[config.mk]
export PLATFORM = sky130hd
export DESIGN_NAME = instr_fetch_unit
export DESIGN_NICKNAME = d
export VERILOG_FILES = /design/src/rtl/mips_pkg.sv /design/src/rtl/instr_fetch_unit_next_pc_sel.sv /design/src/rtl/instr_fetch_unit.sv
export SDC_FILE = /design/constraint.sdc
export NUM_CORES = 1
export LEC_CHECK = 0
export BUFFER_PORTS_ARGS = -buffer_cell sky130_fd_sc_hd__buf_2
export CAP_MARGIN = 20
export CORE_ASPECT_RATIO = 1.1
export CORE_MARGIN = 3
export CORE_UTILIZATION = 45
export CTS_BUF_LIST = sky130_fd_sc_hd__clkbuf_8
export CTS_CLUSTER_SIZE = 30
export DETAILED_ROUTE_END_ITERATION = 7
export HOLD_SLACK_MARGIN = 0.08
export PLACE_DENSITY_LB_ADDON = 0.2
export SLEW_MARGIN = 0
export SYNTH_ARGS = -nofsm -noshare
export SYNTH_HDL_FRONTEND = slang
export SYNTH_SLANG_ARGS = --single-unit
[constraint.sdc]
create_clock -name clk -period 7.9 [get_ports clk]
set_input_delay 0 -clock clk [delete_from_list [all_inputs] [get_ports clk]]
set_output_delay 0 -clock clk [all_outputs]
set_load 0.005 [all_outputs]
[src/rtl/mips_pkg.sv]
// Shared definitions for the MIPS front end.
// Holds the instruction-fetch FSM encoding, the default reset PC, the
// instruction field bit positions and a word-alignment helper.
package mips_pkg;

  localparam int DATA_W = 32;

  typedef enum logic [1:0] {
    ST_IDLE  = 2'd0,
    ST_FETCH = 2'd1,
    ST_ISSUE = 2'd2
  } fetch_state_e;

  localparam logic [DATA_W-1:0] RESET_PC_DEFAULT = 32'h0000_0000;

  // Instruction field positions
  localparam int OPCODE_MSB = 31;
  localparam int OPCODE_LSB = 26;
  localparam int FUNCT_MSB  = 5;
  localparam int FUNCT_LSB  = 0;
  localparam int JIDX_MSB   = 25;
  localparam int JIDX_LSB   = 0;
  localparam int JIDX_W     = JIDX_MSB - JIDX_LSB + 1;

  // Every PC value is a word address; low two bits are forced to zero.
  function automatic logic [DATA_W-1:0] word_align(input logic [DATA_W-1:0] addr);
    return {addr[DATA_W-1:2], 2'b00};
  endfunction

endpackage

[src/rtl/instr_fetch_unit_next_pc_sel.sv]
// next_pc_sel: combinational next-PC selection for the fetch stage.
// Ports:
//   pc_plus4  - address following the issued instruction
//   instr_idx - jump index field of the issued instruction
//   imm_ext   - sign-extended branch immediate (word offset)
//   jmp       - jump decode
//   branch    - branch decode
//   zero      - ALU zero flag
//   next_pc   - selected next PC (jump > taken branch > sequential)
module next_pc_sel
  import mips_pkg::*;
(
  input  logic [DATA_W-1:0]        pc_plus4,
  input  logic [JIDX_W-1:0]        instr_idx,
  input  logic signed [DATA_W-1:0] imm_ext,
  input  logic                     jmp,
  input  logic                     branch,
  input  logic                     zero,
  output logic [DATA_W-1:0]        next_pc
);

  // Jump keeps the region bits of the sequential address.
  function automatic logic [DATA_W-1:0] jump_target(input logic [DATA_W-1:0] seq,
                                                    input logic [JIDX_W-1:0] idx);
    return {seq[DATA_W-1:DATA_W-4], idx, 2'b00};
  endfunction

  // Word offset scaled to bytes; the carry out of bit 31 is dropped so
  // targets wrap modulo 2^32.
  function automatic logic [DATA_W-1:0] branch_target(input logic [DATA_W-1:0] seq,
                                                      input logic signed [DATA_W-1:0] imm);
    logic signed [DATA_W-1:0] byte_off;
    byte_off = imm <<< 2;
    return word_align(seq + DATA_W'(unsigned'(byte_off)));
  endfunction

  always_comb begin
    next_pc = word_align(pc_plus4);
    if (jmp) begin
      next_pc = jump_target(pc_plus4, instr_idx);
    end else if (branch && zero) begin
      next_pc = branch_target(pc_plus4, imm_ext);
    end
  end

endmodule

[src/rtl/instr_fetch_unit.sv]
// instr_fetch_unit: instruction-fetch stage of the MIPS core.
// Owns the PC, fetches from instruction memory over req/ack and presents
// the fetched word downstream over valid/ready. The next PC is resolved
// from jmp/branch/zero/imm_ext on the edge that retires the instruction.
// Ports:
//   clk, rst_n               - clock, asynchronous active-low reset
//   imem_req/addr/ack/rdata  - instruction memory handshake
//   instr, opcode, funct     - issued instruction and its decode fields
//   pc, pc_plus4             - address of current instruction and successor
//   instr_valid/instr_ready  - downstream handshake
//   jmp, branch, zero, imm_ext - resolved control for the issued instruction
module instr_fetch_unit
  import mips_pkg::*;
#(
  parameter logic [31:0] RESET_PC = RESET_PC_DEFAULT
) (
  input  logic        clk,
  input  logic        rst_n,
  output logic        imem_req,
  output logic [31:0] imem_addr,
  input  logic        imem_ack,
  input  logic [31:0] imem_rdata,
  output logic [31:0] instr,
  output logic [5:0]  opcode,
  output logic [5:0]  funct,
  output logic [31:0] pc,
  output logic [31:0] pc_plus4,
  output logic        instr_valid,
  input  logic        instr_ready,
  input  logic        jmp,
  input  logic        branch,
  input  logic        zero,
  input  logic [31:0] imm_ext
);

  fetch_state_e      state_q, state_d;
  logic [DATA_W-1:0] pc_q, pc_d;
  logic [DATA_W-1:0] instr_q, instr_d;
  logic [DATA_W-1:0] next_pc;
  logic              fetch_done;
  logic              issue_done;

  assign fetch_done = (state_q == ST_FETCH) && imem_ack;
  assign issue_done = (state_q == ST_ISSUE) && instr_ready;

  // State and datapath registers
  always_ff @(posedge clk or negedge rst_n) begin
    if (!rst_n) begin
      state_q <= ST_IDLE;
    end else begin
      state_q <= state_d;
    end
  end

  always_ff @(posedge clk or negedge rst_n) begin
    if (!rst_n) begin
      pc_q    <= word_align(RESET_PC);
      instr_q <= '0;
    end else begin
      pc_q    <= pc_d;
      instr_q <= instr_d;
    end
  end

  // Next-state logic
  always_comb begin
    state_d = state_q;
    unique case (state_q)
      ST_IDLE:  state_d = ST_FETCH;
      ST_FETCH: if (imem_ack) state_d = ST_ISSUE;
      ST_ISSUE: if (instr_ready) state_d = ST_FETCH;
      default:  state_d = ST_IDLE;
    endcase
  end

  // Datapath updates: instr only on capture, pc only on retire
  always_comb begin
    instr_d = instr_q;
    pc_d    = pc_q;
    if (fetch_done) begin
      instr_d = imem_rdata;
    end
    if (issue_done) begin
      pc_d = next_pc;
    end
  end

  // Outputs decoded from registered state only
  always_comb begin
    imem_req    = (state_q == ST_FETCH);
    instr_valid = (state_q == ST_ISSUE);
  end

  assign imem_addr = pc_q;
  assign pc        = pc_q;
  assign pc_plus4  = pc_q + 32'd4;
  assign instr     = instr_q;
  assign opcode    = instr_q[OPCODE_MSB:OPCODE_LSB];
  assign funct     = instr_q[FUNCT_MSB:FUNCT_LSB];

  next_pc_sel u_next_pc_sel (
    .pc_plus4  (pc_plus4),
    .instr_idx (instr_q[JIDX_MSB:JIDX_LSB]),
    .imm_ext   (imm_ext),
    .jmp       (jmp),
    .branch    (branch),
    .zero      (zero),
    .next_pc   (next_pc)
  );

endmodule
### Word-level counts from Yosys, hierarchy flattened

Index checks and enable logic that the tools add are counted.

* bits in registers: 66
* output and inout bits: 142
* word-level logic and storage cells: 19

* add/subtract/negate cells: 2
* equal/unequal tests: 4
* mux-type cells: 5
* reductions and logical operators: 5

Operators by type and width (count)
* 2-to-1 mux 32 bit: 2
* adder 32 x 3 -> 32 bit, second input constant: 1
* adder 32 bit: 1
* one-hot mux 2 bit (3 select lines): 1
* 2-to-1 mux 2 bit: 2
* != test 2 x 1 -> 1 bit, second input constant: 2
* logical AND 1 bit: 3
* equality test 2 x 1 -> 1 bit, second input constant: 1
* equality test 2 bit, second input constant: 1
* zero test 2 bit: 1
* AND reduction 2 bit: 1

### Depth between registers and ports, before layout

Gate-level depths: netlist of run 1.

* word-level depth: 4
* gate-level depth with buffers: 16
* depth with buffers taken out: 15

### By module

From an unflattened synthesis of run 1, not the netlist that was laid out.

* cell total of the unflattened synthesis: 618
* area, all modules: 5675.4 µm²

Modules (own cells, without submodules)
* instr_fetch_unit: times used 1, cells each 272, area an instance 3382.0 µm², sequential area each 1651.6 µm²
* next_pc_sel: times used 1, cells each 346, area an instance 2293.4 µm², sequential area each 0.0 µm²

### Least setup slack after synthesis of run 1

No wires, ideal clock.

* kind: reg-to-reg
* start: reg pc_q[2] (netlist: imem_addr[2])
* end: reg pc_q[31] (netlist: imem_addr[31])
* arrival time: 3665 ps
* required time: 7808 ps
* path slack: 4143 ps
* cell stages (with the launch flop): 16
* cells stage by stage: dfrtp_1 -> ha_1 -> nand4_1 -> nor3_2 -> and3_1 -> nand3_1 -> xnor2_1 -> ha_1 -> clkbuf_1 -> nand4_1 -> or3_1 -> o2111a_1 -> o31ai_2 -> xor2_1 -> and3_1 -> o31ai_2

* word-level cells in the longest chain between the ends: 4

RTL lines
* from (decl): RTL line instr_fetch_unit.sv:37 `logic [DATA_W-1:0] pc_q, pc_d;`
* from (signal assigned): RTL line instr_fetch_unit.sv:57 `pc_q <= word_align(RESET_PC);`
* from (signal assigned): RTL line instr_fetch_unit.sv:60 `pc_q <= pc_d;`
* adder 32 x 3 -> 32 bit: RTL line instr_fetch_unit.sv:96 `assign pc_plus4 = pc_q + 32'd4;`
* named net pc_plus4[24]: RTL line instr_fetch_unit.sv:27 `output logic [31:0] pc_plus4,`
* adder 32 bit: RTL line instr_fetch_unit_next_pc_sel.sv:34 `return word_align(seq + DATA_W'(unsigned'(byte_off)));`
* 2-to-1 mux 32 bit: RTL line instr_fetch_unit_next_pc_sel.sv:41 `end else if (branch && zero) begin`
* 2-to-1 mux 32 bit: RTL line instr_fetch_unit_next_pc_sel.sv:39 `if (jmp) begin`

The timed path passes the listed nets, and every way through them passes these cells.
A chain may end at the register's enable or synchronous reset.

### Worst setup path in the final report of run 1

* start: reg pc_q[2] (netlist: imem_addr[2])
* end: reg pc_q[31] (netlist: imem_addr[31])

* word-level cells in the longest chain between the ends: 4

RTL lines (RTL line)
* adder 32 x 3 -> 32 bit (*): instr_fetch_unit.sv:96
* adder 32 bit: instr_fetch_unit_next_pc_sel.sv:34
* 2-to-1 mux 32 bit: instr_fetch_unit_next_pc_sel.sv:41
* 2-to-1 mux 32 bit (*): instr_fetch_unit_next_pc_sel.sv:39

Mark *: on every way between the ends. The rest lies on a longest branch, timed or not.

==> results of run 1 <==
worst min-delay path by stage:
stage,from,endpoint,slack (ns),depth (start not counted)
after global placement,imem_rdata[30],instr[30],0.23,2
after floorplan,rst_n,imem_addr[10],-0.30,0
after detailed placement,imem_rdata[23],instr[23],0.23,2
after global routing,imm_ext[0],imem_addr[2],0.14,4
final,imm_ext[29],imem_addr[31],0.13,4
after CTS,imm_ext[29],imem_addr[31],0.1,4
registers in the layout, indices dropped and copies added (netlist names):
register	cells
instr	32
imem_addr	30
state_q	2
cells in the mapped netlist (13+ instances only):
library cell  count
nand2_1          76
and3_1           13
clkbuf_1         18
xor2_1           17
o21ai_0          29
nor2_1           35
dfrtp_1          64
buf_4            48
xnor2_1          32
mux2_2           32
a21oi_1          38
ha_1             36
worst register-to-register path: cells and delay by family (launching register included):
| family | cells | cell delay [ns] |
|---|---|---|
| simple gates | 6 | 1.75 |
| flops | 1 | 0.48 |
| xor+xnor | 2 | 0.42 |
| fa+ha+maj | 2 | 0.75 |
| compound gates | 4 | 0.93 |
metrics by stage:
| stage | setup slack (ns) | util (%) | cell area (um2) | hold WS [ns] |
|---|---|---|---|---|
| 2_1_floorplan | 4.14 | - | 5370 | -0.296 |
| 3_5_place_dp | 3.55 | 53.6 | 6180 | 0.235 |
| 6_report | 3.50 | 58.3 | 6730 | 0.125 |
| 3_3_place_gp | 3.62 | 53.6 | 6180 | 0.231 |
| 4_1_cts | 3.49 | 58.3 | 6730 | 0.0992 |
| 5_1_grt | 3.22 | 58.3 | 6730 | 0.138 |
where the power goes:
group / switching, mW / internal (mW)
registers: 0.212 / 0.486
clock network: 0.135 / 0.150
logic: 0.788 / 0.730
cells by family after synthesis:
family	after synthesis	synth area share (%)
muxes	35	7.30
DFF	64	29.9
buffers and inverters	79	8.96
AOI/OAI and AO/OA	151	19.3
other	1	0.0701
and+or+nand+nor	187	17.2
xor gates and xnor gates	50	8.33
adders and majority gates	37	8.80
layout make-up:
class	instances	area, um2	share of cell area, %
multi-input combinational	466	3290	48.9
sequential	64	1600	23.8
timing repair buffer	246	1430	21.2
tap	150	188	2.79
clock buffer	10	138	2.05
clock inverter	5	48.8	0.725
inverter	10	37.5	0.558
layer usage:
layer  vias up  track usage (%)
met3        26             4.38
met1      2505             31.5
li1       2508                -
met2       226             43.5
met4         0             9.04
met5         -                0
==> out/results.ini, run 1 <==
[yosys]
yosysWarnings = 0
synth.distinct_cells = 69
yosysTopAreaCellShare_pct = 29.9
synth_edf_count = 0
yosys-top-cells-area = dfrtp_1 (30%), ha_1 (8.4%), buf_4 (6.7%)
syn-cell-area_mm2 = 0.00535
synth_largest_area_cell = dfrtp_1
synth.avg_cell_area_um2 = 8.85
synthFlopType = dfrtp_1
syn_inst = 604
ys_seq_area_share_pct = 29.9
synthArstFlopShare_pct = 100
synth_seq_cells = 64

[critical_path]
reg2reg_slack_ns = 3.50
critPathMaxStageDelay_ns = 0.48
cp_slowest_cell = dfrtp_1
cp_top_family = simple AND/OR/NAND/NOR gates
cp_cell_sequence = ha_1 > nand4_1 > nor3_2 > and3_1 > nand3_1 > xnor2_1 > ha_1 > nand4_1 > or3_1 > o2111a_1 > o31ai_2 > xor2_1 > a21oi_1 > o31ai_2
startpoint_type = flip-flop
cp.required_ns = 8.15
critPathLaunch = imem_addr[2]
crit_fanout = 8
critPathArrivalTime_ns = 4.66
crit-reg2reg-launch = imem_addr[2]
worstSetupPathType = reg -> reg
regToRegEndpoint = imem_addr[31]
crit_path_end_kind = flip-flop
worst-path-buf-inv = 0
cp.depth = 14
critPathCapture = imem_addr[31]
reg2reg_depth = 14

[routing]
top_layer_used = met4
wl_met2_um = 8390
drt-pass1-iter-count = 4
wl_met1_um = 6610
route.met3.wl_um = 1270
antenna_left = 0
detail_route.wl_per_cell_um = 17.4
via_per_inst = 5.54
drc = 0
drt_iter0_markers = 239
vias = 5265
routed_wl_um = 16600

[placement]
portBuffers = 204
hpwlAfterDp_um = 12000
finalWeightedCongestion = 0.947
placedCellCount = 900

[sta]
final.period_utilization_pct = 55.7
clock.fmax_ghz = 0.227
rsz0062_at_grt = false
min_period_ns = 4.40
worst_slew_margin_rel_pct = 42.5
finalSetupViolCount = 0
finalClockSkew_ns = 0.00952
hold_viol_final = 0
slew_violations = 0
worst_pin_slew_ns = 0.862
finalSetupTns_ns = 0

[floorplan]
fp.dieW_um = 110
ioPinCount = 213
core_mm2 = 0.0115
die_y_um = 120
dieArea_mm2 = 0.0132
num_rows = 41
start_util_pct = 46.3

[clock_tree]
cts_resized = 0
clk_latency_ns = 0.35
root_buffer = clkbuf_8
cts_setup_buffers = 0
clkSinkCount = 64
clk_pin_slew_ns = 0.07
cts_hold_buf = 36
clock_path_buffers = 2
numCtsBuffers = 9
h-tree-depth = 3
tritoncts = yes

[power_and_ir_drop]
totalPowerFinal_mw = 2.50
powerDensity_mw_per_mm2 = 372
power_leakage_nw = 3.28
ir_worst_vdd_mv = 0.194

[run]
drv_cap = 0

[final_layout]
nNetsFinal = 905
final_common_cell = buf_2
drive_above_1_share_pct = 35.3
final_cell_mix = buf_2 (204), nand2_1 (75), dfrtp_1 (64)
num_antenna_cells = 0
layout.cells.non_filler = 951
syn2layout_area_growth_pct = 25.8
fillers = 1052

[global_route]
grt_pass1_wl_um = 26200
grt_antenna_before_repair = 0
overflow = 0
grt_pass1_vias = 5146
globalRouteTotalUtil_pct = 25.3
grt_max_degree = 65

[run_status]
status = complete, no violations

[worst_hold_path]
hp-class = in -> reg

No activity file was read; power rests on OpenSTA's default activity.
==> run 2: changes to the inputs <==
==> constraint.sdc (replaced) <==
create_clock -name clk -period 4.5 [get_ports clk]
set_input_delay 0 -clock clk [delete_from_list [all_inputs] [get_ports clk]]
set_output_delay 0 -clock clk [all_outputs]
set_load 0.005 [all_outputs]
==> run 2 against run 1 <==
Fmax increased by 5.8%. Via count decreased by 0.93%. Critical path type unchanged. Sequential power increased by 75%. Critical path depth unchanged. Routed wire length increased by 0.17%. Die area unchanged. Sequential share of layout area decreased by 0.088 points. Highest routed layer unchanged. Combinational power increased by 76%. Power increased by 77%. First-iteration DRC count decreased by 13%.
==> out/results.ini, run 2 (synthesized netlist as in run 1, its figures left out) <==
[run_status]
status = complete, no violations

[routing]
vias = 5216
via_per_inst = 5.48
detail_route.wl_per_cell_um = 17.4
drc = 0
drt_iter0_markers = 208
routed_wl_um = 16600
antenna_left = 0
drt-pass1-iter-count = 5

[power_and_ir_drop]
powerDensity_mw_per_mm2 = 654
power_leakage_nw = 3.28
ir_worst_vdd_mv = 0.332

[clock_tree]
clk_pin_slew_ns = 0.07
clock_path_buffers = 2
clk_latency_ns = 0.35
numCtsBuffers = 9
cts_setup_buffers = 0
root_buffer = clkbuf_8
h-tree-depth = 3
clkSinkCount = 64
tritoncts = yes

[critical_path]
critPathArrivalTime_ns = 4.43
cp_common_cell = and3_1
cp_cell_sequence = nand3_1 > nor4_4 > and3_1 > nand2_1 > xnor2_1 > ha_1 > and3_1 > nand4_1 > or3_1 > o2111a_1 > o31ai_2 > xor2_1 > and3_1 > o31ai_2
startpoint_type = flip-flop
crit_fanout = 8
cp_slowest_cell = nor4_4
worstSetupPathType = reg -> reg
crit_path_end_kind = flip-flop
critPathMaxStageDelay_ns = 0.53
cp_top_family = simple AND/OR/NAND/NOR gates
worst-path-buf-inv = 0
cp.required_ns = 4.77

[sta]
slew_violations = 0
worst_slew_margin_rel_pct = 36.7
final.period_utilization_pct = 92.5
finalClockSkew_ns = 0.00807
finalSetupViolCount = 0
clock.fmax_ghz = 0.240
hold_viol_final = 0
min_period_ns = 4.16
worst_pin_slew_ns = 0.949
rsz0062_at_grt = false
finalSetupTns_ns = 0

[global_route]
overflow = 0
grt_pass1_vias = 5230
globalRouteTotalUtil_pct = 25.1
grt_pass1_wl_um = 26100
grt_antenna_before_repair = 0
grt_max_degree = 65

[placement]
finalWeightedCongestion = 0.896
portBuffers = 204
hpwlAfterDp_um = 12100

[floorplan]
fp.dieW_um = 110
start_util_pct = 46.3
num_rows = 41
ioPinCount = 213
die_y_um = 120
dieArea_mm2 = 0.0132
core_mm2 = 0.0115

[run]
drv_cap = 0

[final_layout]
drive_above_1_share_pct = 35.4
num_antenna_cells = 0
largest_reg_flops = 32
nNetsFinal = 907
final_cell_mix = buf_2 (204), nand2_1 (75), dfrtp_1 (64)
final_common_cell = buf_2
finish.utilization_pct = 58.5
syn2layout_area_growth_pct = 26.3

[worst_hold_path]
hp-class = in -> reg

## run 2: cell count changes in the layout (fill, tap and decap cells not counted), sizes merged
cell,change
buf,+1
clkbuf,+1
clkinv,-2
clkinvlp,+1
dlygate4sd3,+1
inv,-1
## run 2: stage by stage
step           worst slack, ns  instances  hold slack [ns]  instance area, um2  total power [mW]
2_1_floorplan            0.743        609           -0.296                5370              3.06
3_3_place_gp             0.431        901            0.231                6190              3.81
3_5_place_dp             0.392        901            0.235                6190              3.86
4_1_cts                  0.345        952           0.0913                6750              4.43
5_1_grt                 0.0579        952            0.121                6750              4.81
6_report                 0.339        952            0.108                6750              4.41
## run 2: worst min-delay path, delay by kind of cell
family	cells	cell delay, ns
buffers and inverters	1	0.09
AO/OA/AOI/OAI	2	0.27
XOR/XNOR	1	0.07
## run 2: layer usage
metal | track usage [%] | routed length (um)
met5 | 0 | 0
met1 | 31.3 | 6990
met4 | 7.25 | 230
met2 | 44.8 | 8410
met3 | 3.15 | 972
## run 2: area by class of cell
type	count	area [um2]
multi-input combinational	466	3290
clock buffer	11	151
tap	150	188
fill	1046	4790
sequential	64	1600
inverter	10	37.5
clock inverter	3	42.5
timing repair buffer	248	1440
## run 2: final timing paths
| check | startpoint | endpoint | slack, ns | cells after the start |
|---|---|---|---|---|
| min in group asynchronous | rst_n | instr[17] | 0.38 | 3 |
| min reg2reg | instr[20] | instr[20] | 0.53 | 1 |
| min | imm_ext[29] | imem_addr[31] | 0.11 | 4 |
| max in group asynchronous | rst_n | imem_addr[13] | 3.58 | 3 |
| max reg2reg | imem_addr[4] | imem_addr[31] | 0.34 | 14 |
| max | imem_addr[4] | imem_addr[31] | 0.34 | 14 |
## run 2: what timing repair did
action | in CTS | in global routing
hold buffers | 37 | 0
hold endpoints to repair | 99 | 0
gates resized for setup | 0 | 0
## run 2: power breakdown
part	internal [mW]	switching (mW)	total [mW]
Combinational	1.29	1.39	2.68
Clock	0.279	0.236	0.516
Sequential	0.852	0.369	1.22
Total	2.42	2.00	4.41
